===== src/rtl/fs_tx_arbiter.sv =====
// Purpose : shares the FTDI fast-serial FSDI channel between two byte requesters.
//           One requester is granted per frame, FSCTS is honoured, and each
//           granted byte goes out as a 10-bit frame clocked by FSCLK.
// Latency : ready is registered and rises one cycle after an IDLE cycle that
//           sees cts_s=1 and a valid. The start bit follows one cycle later.
//           A frame takes 20*CLK_DIV shift cycles plus a 2*CLK_DIV gap.
// Backpr. : the requester holds valid/data until it sees its one-cycle ready.
//           No grant is made while cts_s=0, so requests wait indefinitely.
//
// Build option:
//   FS_ARB_RR_EN  defined   -> round-robin between the two requesters
//                 undefined -> fixed priority, requester 0 always wins
//
// Parameters:
//   CLK_DIV    wb_clk cycles per FSCLK half-period (1..255)
//   REQ0_DEST  dest bit appended to requester-0 frames
//   REQ1_DEST  dest bit appended to requester-1 frames
//
// Ports:
//   wb_clk, wb_rst_n           system clock, async active-low reset
//   i_req0_valid/i_req0_data   requester 0 (CPU serial port) byte request
//   o_req0_ready               one-cycle accept strobe to requester 0
//   i_req1_valid/i_req1_data   requester 1 (debug port) byte request
//   o_req1_ready               one-cycle accept strobe to requester 1
//   i_fscts                    FTDI clear-to-send, asynchronous to wb_clk
//   o_fsclk, o_fsdi            fast-serial clock and data to the FTDI
//   o_busy                     high from accept until the end of the gap

module fs_tx_arbiter #(
   parameter int unsigned CLK_DIV   = 4,
   parameter logic        REQ0_DEST = 1'b0,
   parameter logic        REQ1_DEST = 1'b1
) (
   input  logic       wb_clk,
   input  logic       wb_rst_n,
   input  logic       i_req0_valid,
   input  logic [7:0] i_req0_data,
   output logic       o_req0_ready,
   input  logic       i_req1_valid,
   input  logic [7:0] i_req1_data,
   output logic       o_req1_ready,
   input  logic       i_fscts,
   output logic       o_fsclk,
   output logic       o_fsdi,
   output logic       o_busy
);

   typedef enum logic [1:0] {
      ST_IDLE  = 2'd0,
      ST_SHIFT = 2'd1,
      ST_GAP   = 2'd2
   } state_t;

   // Terminal counts for one FSCLK half-period and for the inter-frame gap.
   localparam logic [8:0] LP_HALF_M1 = 9'(CLK_DIV - 1);
   localparam logic [8:0] LP_GAP_M1  = 9'(2 * CLK_DIV - 1);
   localparam logic [3:0] LP_LAST_BIT = 4'd9;

   // ------------------------------------------------------------------
   // FSCTS synchronizer
   // ------------------------------------------------------------------
   logic r_cts_meta;
   logic r_cts_s;

   always_ff @(posedge wb_clk or negedge wb_rst_n) begin
      if (!wb_rst_n) begin
         r_cts_meta <= 1'b0;
         r_cts_s    <= 1'b0;
      end else begin
         r_cts_meta <= i_fscts;
         r_cts_s    <= r_cts_meta;
      end
   end

   // ------------------------------------------------------------------
   // Arbitration (only consulted while in IDLE)
   // ------------------------------------------------------------------
   state_t      r_state;
   logic        r_load;
   logic [8:0]  r_div_cnt;
   logic        r_phase;
   logic [3:0]  r_bit_cnt;
   logic [9:0]  r_shift;
   logic        r_fsclk;
   logic        r_fsdi;
   logic        r_req0_ready;
   logic        r_req1_ready;
   logic        r_busy;

   logic        w_req_any;
   logic        w_pick1;
   logic        w_grant;

   assign w_req_any = i_req0_valid | i_req1_valid;

`ifdef FS_ARB_RR_EN
   // r_rr_favour1 set means requester 1 wins a tie. It moves on the
   // accept strobe, so it always points away from the last winner.
   logic r_rr_favour1;

   always_ff @(posedge wb_clk or negedge wb_rst_n) begin
      if (!wb_rst_n) begin
         r_rr_favour1 <= 1'b0;
      end else if (r_req0_ready) begin
         r_rr_favour1 <= 1'b1;
      end else if (r_req1_ready) begin
         r_rr_favour1 <= 1'b0;
      end
   end

   assign w_pick1 = i_req1_valid & (~i_req0_valid | r_rr_favour1);
`else
   assign w_pick1 = ~i_req0_valid;
`endif

   assign w_grant = (r_state == ST_IDLE) & r_cts_s & w_req_any;

   // ------------------------------------------------------------------
   // Frame FSM
   // r_shift holds {dest, D7..D0, start}; bit 0 is always the bit on the
   // wire next. r_load marks the accept cycle: ready is high there and the
   // line is still idle, the start bit is driven on the following cycle.
   // ------------------------------------------------------------------
   always_ff @(posedge wb_clk or negedge wb_rst_n) begin
      if (!wb_rst_n) begin
         r_state      <= ST_IDLE;
         r_load       <= 1'b0;
         r_div_cnt    <= 9'd0;
         r_phase      <= 1'b0;
         r_bit_cnt    <= 4'd0;
         r_shift      <= 10'h3FF;
         r_fsclk      <= 1'b0;
         r_fsdi       <= 1'b1;
         r_req0_ready <= 1'b0;
         r_req1_ready <= 1'b0;
         r_busy       <= 1'b0;
      end else begin
         case (r_state)
            ST_IDLE: begin
               r_fsclk <= 1'b0;
               r_fsdi  <= 1'b1;
               if (w_grant) begin
                  r_state      <= ST_SHIFT;
                  r_load       <= 1'b1;
                  r_busy       <= 1'b1;
                  r_req0_ready <= ~w_pick1;
                  r_req1_ready <= w_pick1;
                  if (w_pick1) begin
                     r_shift <= {REQ1_DEST, i_req1_data, 1'b0};
                  end else begin
                     r_shift <= {REQ0_DEST, i_req0_data, 1'b0};
                  end
               end
            end

            ST_SHIFT: begin
               if (r_load) begin
                  // Accept cycle ends: drop ready and present the start bit
                  // at the beginning of its low phase.
                  r_load       <= 1'b0;
                  r_req0_ready <= 1'b0;
                  r_req1_ready <= 1'b0;
                  r_fsdi       <= r_shift[0];
                  r_fsclk      <= 1'b0;
                  r_div_cnt    <= 9'd0;
                  r_phase      <= 1'b0;
                  r_bit_cnt    <= 4'd0;
               end else if (r_div_cnt == LP_HALF_M1) begin
                  r_div_cnt <= 9'd0;
                  if (!r_phase) begin
                     // Low phase done: rising FSCLK, data already stable.
                     r_phase <= 1'b1;
                     r_fsclk <= 1'b1;
                  end else begin
                     r_phase <= 1'b0;
                     r_fsclk <= 1'b0;
                     if (r_bit_cnt == LP_LAST_BIT) begin
                        r_state <= ST_GAP;
                        r_fsdi  <= 1'b1;
                     end else begin
                        // Data only changes together with the falling edge.
                        r_bit_cnt <= r_bit_cnt + 4'd1;
                        r_shift   <= {1'b1, r_shift[9:1]};
                        r_fsdi    <= r_shift[1];
                     end
                  end
               end else begin
                  r_div_cnt <= r_div_cnt + 9'd1;
               end
            end

            ST_GAP: begin
               // Lets the FTDI's post-frame CTS drop reach cts_s before the
               // next grant decision.
               r_fsclk <= 1'b0;
               r_fsdi  <= 1'b1;
               if (r_div_cnt == LP_GAP_M1) begin
                  r_div_cnt <= 9'd0;
                  r_state   <= ST_IDLE;
                  r_busy    <= 1'b0;
               end else begin
                  r_div_cnt <= r_div_cnt + 9'd1;
               end
            end

            default: begin
               r_state      <= ST_IDLE;
               r_load       <= 1'b0;
               r_fsclk      <= 1'b0;
               r_fsdi       <= 1'b1;
               r_req0_ready <= 1'b0;
               r_req1_ready <= 1'b0;
               r_busy       <= 1'b0;
            end
         endcase
      end
   end

   assign o_req0_ready = r_req0_ready;
   assign o_req1_ready = r_req1_ready;
   assign o_fsclk      = r_fsclk;
   assign o_fsdi       = r_fsdi;
   assign o_busy       = r_busy;

endmodule


===== config.mk =====
export PLATFORM = sky130hd
export DESIGN_NAME = fs_tx_arbiter
export DESIGN_NICKNAME = d
export VERILOG_FILES = /design/src/rtl/fs_tx_arbiter.sv
export SDC_FILE = /design/constraint.sdc
export NUM_CORES = 1
export LEC_CHECK = 0
export CELL_PAD_IN_SITES_DETAIL_PLACEMENT = 1
export CELL_PAD_IN_SITES_GLOBAL_PLACEMENT = 1
export CORE_ASPECT_RATIO = 1.25
export CORE_MARGIN = 3
export CORE_UTILIZATION = 25
export CTS_CLUSTER_SIZE = 20
export DETAILED_ROUTE_END_ITERATION = 10
export HOLD_SLACK_MARGIN = 0.06
export PLACE_DENSITY = 0.49
export SLEW_MARGIN = 15
export SYNTH_ARGS = -nofsm -noshare
export SYNTH_HDL_FRONTEND = slang
export SYNTH_SLANG_ARGS = --single-unit

===== constraint.sdc =====
create_clock -name wb_clk -period 2.6 [get_ports wb_clk]
set_clock_uncertainty 0.15 [all_clocks]
set_input_delay 0.39 -clock wb_clk [delete_from_list [all_inputs] [get_ports wb_clk]]
set_output_delay 0.39 -clock wb_clk [all_outputs]
set_load 0.01 [all_outputs]

==> metrics.csv <==
metric,value,unit
number of diodes,0,
Final Hold Fails,0,
Initial DRT Pass Iterations,2,
status,"finished, final reports clean",
"EDFF count, synth",0,
CP Class,reg2reg,
aggregate routed wire length,4.635,mm
Post-Syn Area,1947,µm²
Final Non-Filler Cells,317,
GRT Residual Overflow,0,
Inst Count DP,309,
area grow syn2layout,25.51,%
"Avg Cell Area, Syn",10.14,µm²
Synth async-reset ratio,100.0,%
Period minus WS final,2.390,ns
final non-filler cell area,2444,µm²
Post-Synthesis Cells,192,
Final Slew Violations,0,
chip height,104.7,µm
crit path to,r_shift[2],
Worst setup SP type,register,
P per Cell Area,927.9,nW/µm²
final setup fails,0,
synthesis-stage register bit count,34,
Post-route DRC,0,
FF-to-FF Start,r_div_cnt[3],
full die area,8889,µm²
# fillers,855,
dpl cell area,2327,µm²
Final TNS setup,0,ns
Post-CTS Setup Bufs,0,
Fmax,418.3,MHz
number of DRC markers in iteration 0,33,
number of CTS-inserted buffers,5,
worst hold slack,0.2057,ns
Util after Layout,32.63,%
Post-DP HPWL,3.478,mm
Initial Utilization,26.00,%
vias per inst,4.776,
initial antenna violation count,0,
overall global routing resource usage,11.12,%
CTS Hold Bufs,0,
top cell type's share of synthesized area,29.56,%
Clock Sinks,34,
largest net degree at the start of global routing,35,
most frequent cells in the layout,"clkdlybuf4s50_1, dfrtp_1, nand2_1, inv_1, o21ai_0",
RSZ-0062 raised after global routing,no,
placer's final routability congestion estimate,0.7354,
Vias,1514,
PnR worst setup slack,0.2096,ns
top_reg_cell synth,dfrtp_1,
CTS tree,done,
clk_lat worst skew,0.29,ns
row count,35,
core box area,7488,µm²
number of global-route vias before repair,1627,
root buf cell,clkbuf_8,
Die Wd,84.93,µm
FF-to-FF End,r_shift[2],
post-synthesis cell type count,52,
crit path max fanout,9,
Synth area leaders,"dfrtp_1, dfstp_2, mux2_2",
Slew headroom,60.68,%
critical path capture point type,register,
Hold Path Class,reg2reg,
total chip power,2.267,mW
share of cells above drive strength 1,20.89,%
CTS resizes,0,
# nets final,252,
"most common cell after layout, fill and taps aside",clkdlybuf4s50_1,
Max rail drop VDD,0.3554,mV
per-cell routed wire length,14.62,µm
Clock Tree Buf Depth,2,
H-tree Lvls,2,
path depth of the worst reg2reg path,5,
first-pass GRT wire length,8.045,mm
Leak Pwr,0.9870,nW
FF-to-FF setup slack,0.21,ns
IO Port Bufs,25,
Critical Path Start,r_div_cnt[3],
register area share after synthesis,44.41,%
Placement Setup Slack,0.2151,ns
syn nets,220,
Ys Warns,0,
Crit path required time,2.66,ns
Final period util,91.94,%
CP arrival,2.45,ns
ANT nets after route,0,
Ports,26,
total of max-cap violations,0,
worst-margin pin slew,0.5844,ns
clk slew on worst S/H paths,0.08,ns
"area leader, netlist",dfrtp_1,
==> registers in the layout (all words and copies together) (netlist names) <==
signal        cells
r_shift          10
r_div_cnt         9
r_bit_cnt         4
r_state           2
o_busy            1
o_fsclk           1
o_fsdi            1
o_req0_ready      1
o_req1_ready      1
r_cts_meta        1
r_cts_s           1
r_load            1
r_phase           1
==> cell type report <==
type                    count  area [µm²]  share of cell area (%)
repair buffers             33       310.3                   12.70
inverters                  13       48.80                   1.997
clock inverters             1       30.03                   1.229
flip-flops and latches     34       864.6                   35.38
well taps                  92       115.1                   4.711
multi-input cells         137       988.4                   40.45
clock buffers               7       86.33                   3.533
==> worst max-delay path: stages (launching register included) <==
cell,delay (ns)
dfrtp_1,0.43
or4_4,0.60
nor3_4,0.25
nand3_2,0.15
a21oi_4,0.35
mux2_2,0.38
==> synthesized netlist by cell type (2+ instances only) <==
| cell type | count |
|---|---|
| o221ai_1 | 2 |
| dfstp_2 | 11 |
| o21ai_0 | 12 |
| o22a_1 | 2 |
| o21ai_1 | 2 |
| mux2i_1 | 9 |
| nor4_1 | 2 |
| buf_2 | 2 |
| nor3_1 | 4 |
| xor2_1 | 3 |
| and3_1 | 2 |
| o311ai_0 | 2 |
| o22ai_1 | 4 |
| xnor2_1 | 3 |
| inv_1 | 13 |
| clkbuf_1 | 3 |
| nand2_1 | 20 |
| ha_1 | 7 |
| nand4_1 | 3 |
| nor2_1 | 9 |
| a21oi_1 | 6 |
| mux2_2 | 11 |
| o21a_1 | 2 |
| dfrtp_1 | 23 |
| nand3_1 | 8 |
==> worst min path at each step <==
stage               endpoint  cells after the start       start  slack, ns
CTS                  r_cts_s                      0  r_cts_meta       0.21
global placement     r_cts_s                      0  r_cts_meta       0.19
finish               r_cts_s                      0  r_cts_meta       0.21
floorplan             o_busy                      0    wb_rst_n      -0.06
detailed placement   r_cts_s                      0  r_cts_meta       0.19
global route         r_cts_s                      0  r_cts_meta       0.21
==> per-layer routing <==
metal	share of wire [%]	global-route usage, %	vias up	wire length [µm]
met5	0	0	-	0
met4	1.2	3.054	0	57
met2	49	19.20	16	2288
li1	-	-	751	-
met1	47	13.82	740	2161
met3	2.7	2.445	7	127
==> power by group <==
part | total (mW) | switching, mW | internal [mW]
logic | 0.889 | 0.457 | 0.432
registers | 0.866 | 0.126 | 0.740
clock network | 0.513 | 0.200 | 0.313
==> kinds of logic after synthesis <==
kind of cell | count (synthesis) | synth area share, %
AND/OR/NAND/NOR | 65 | 18.90
flip-flops | 34 | 44.41
multiplexers | 20 | 10.99
adder cells (fa/ha/maj) | 7 | 4.499
buffers and inverters | 21 | 4.820
XOR/XNOR | 6 | 2.700
AO/OA/AOI/OAI | 39 | 13.69
Power figures use the tool's default switching activity.
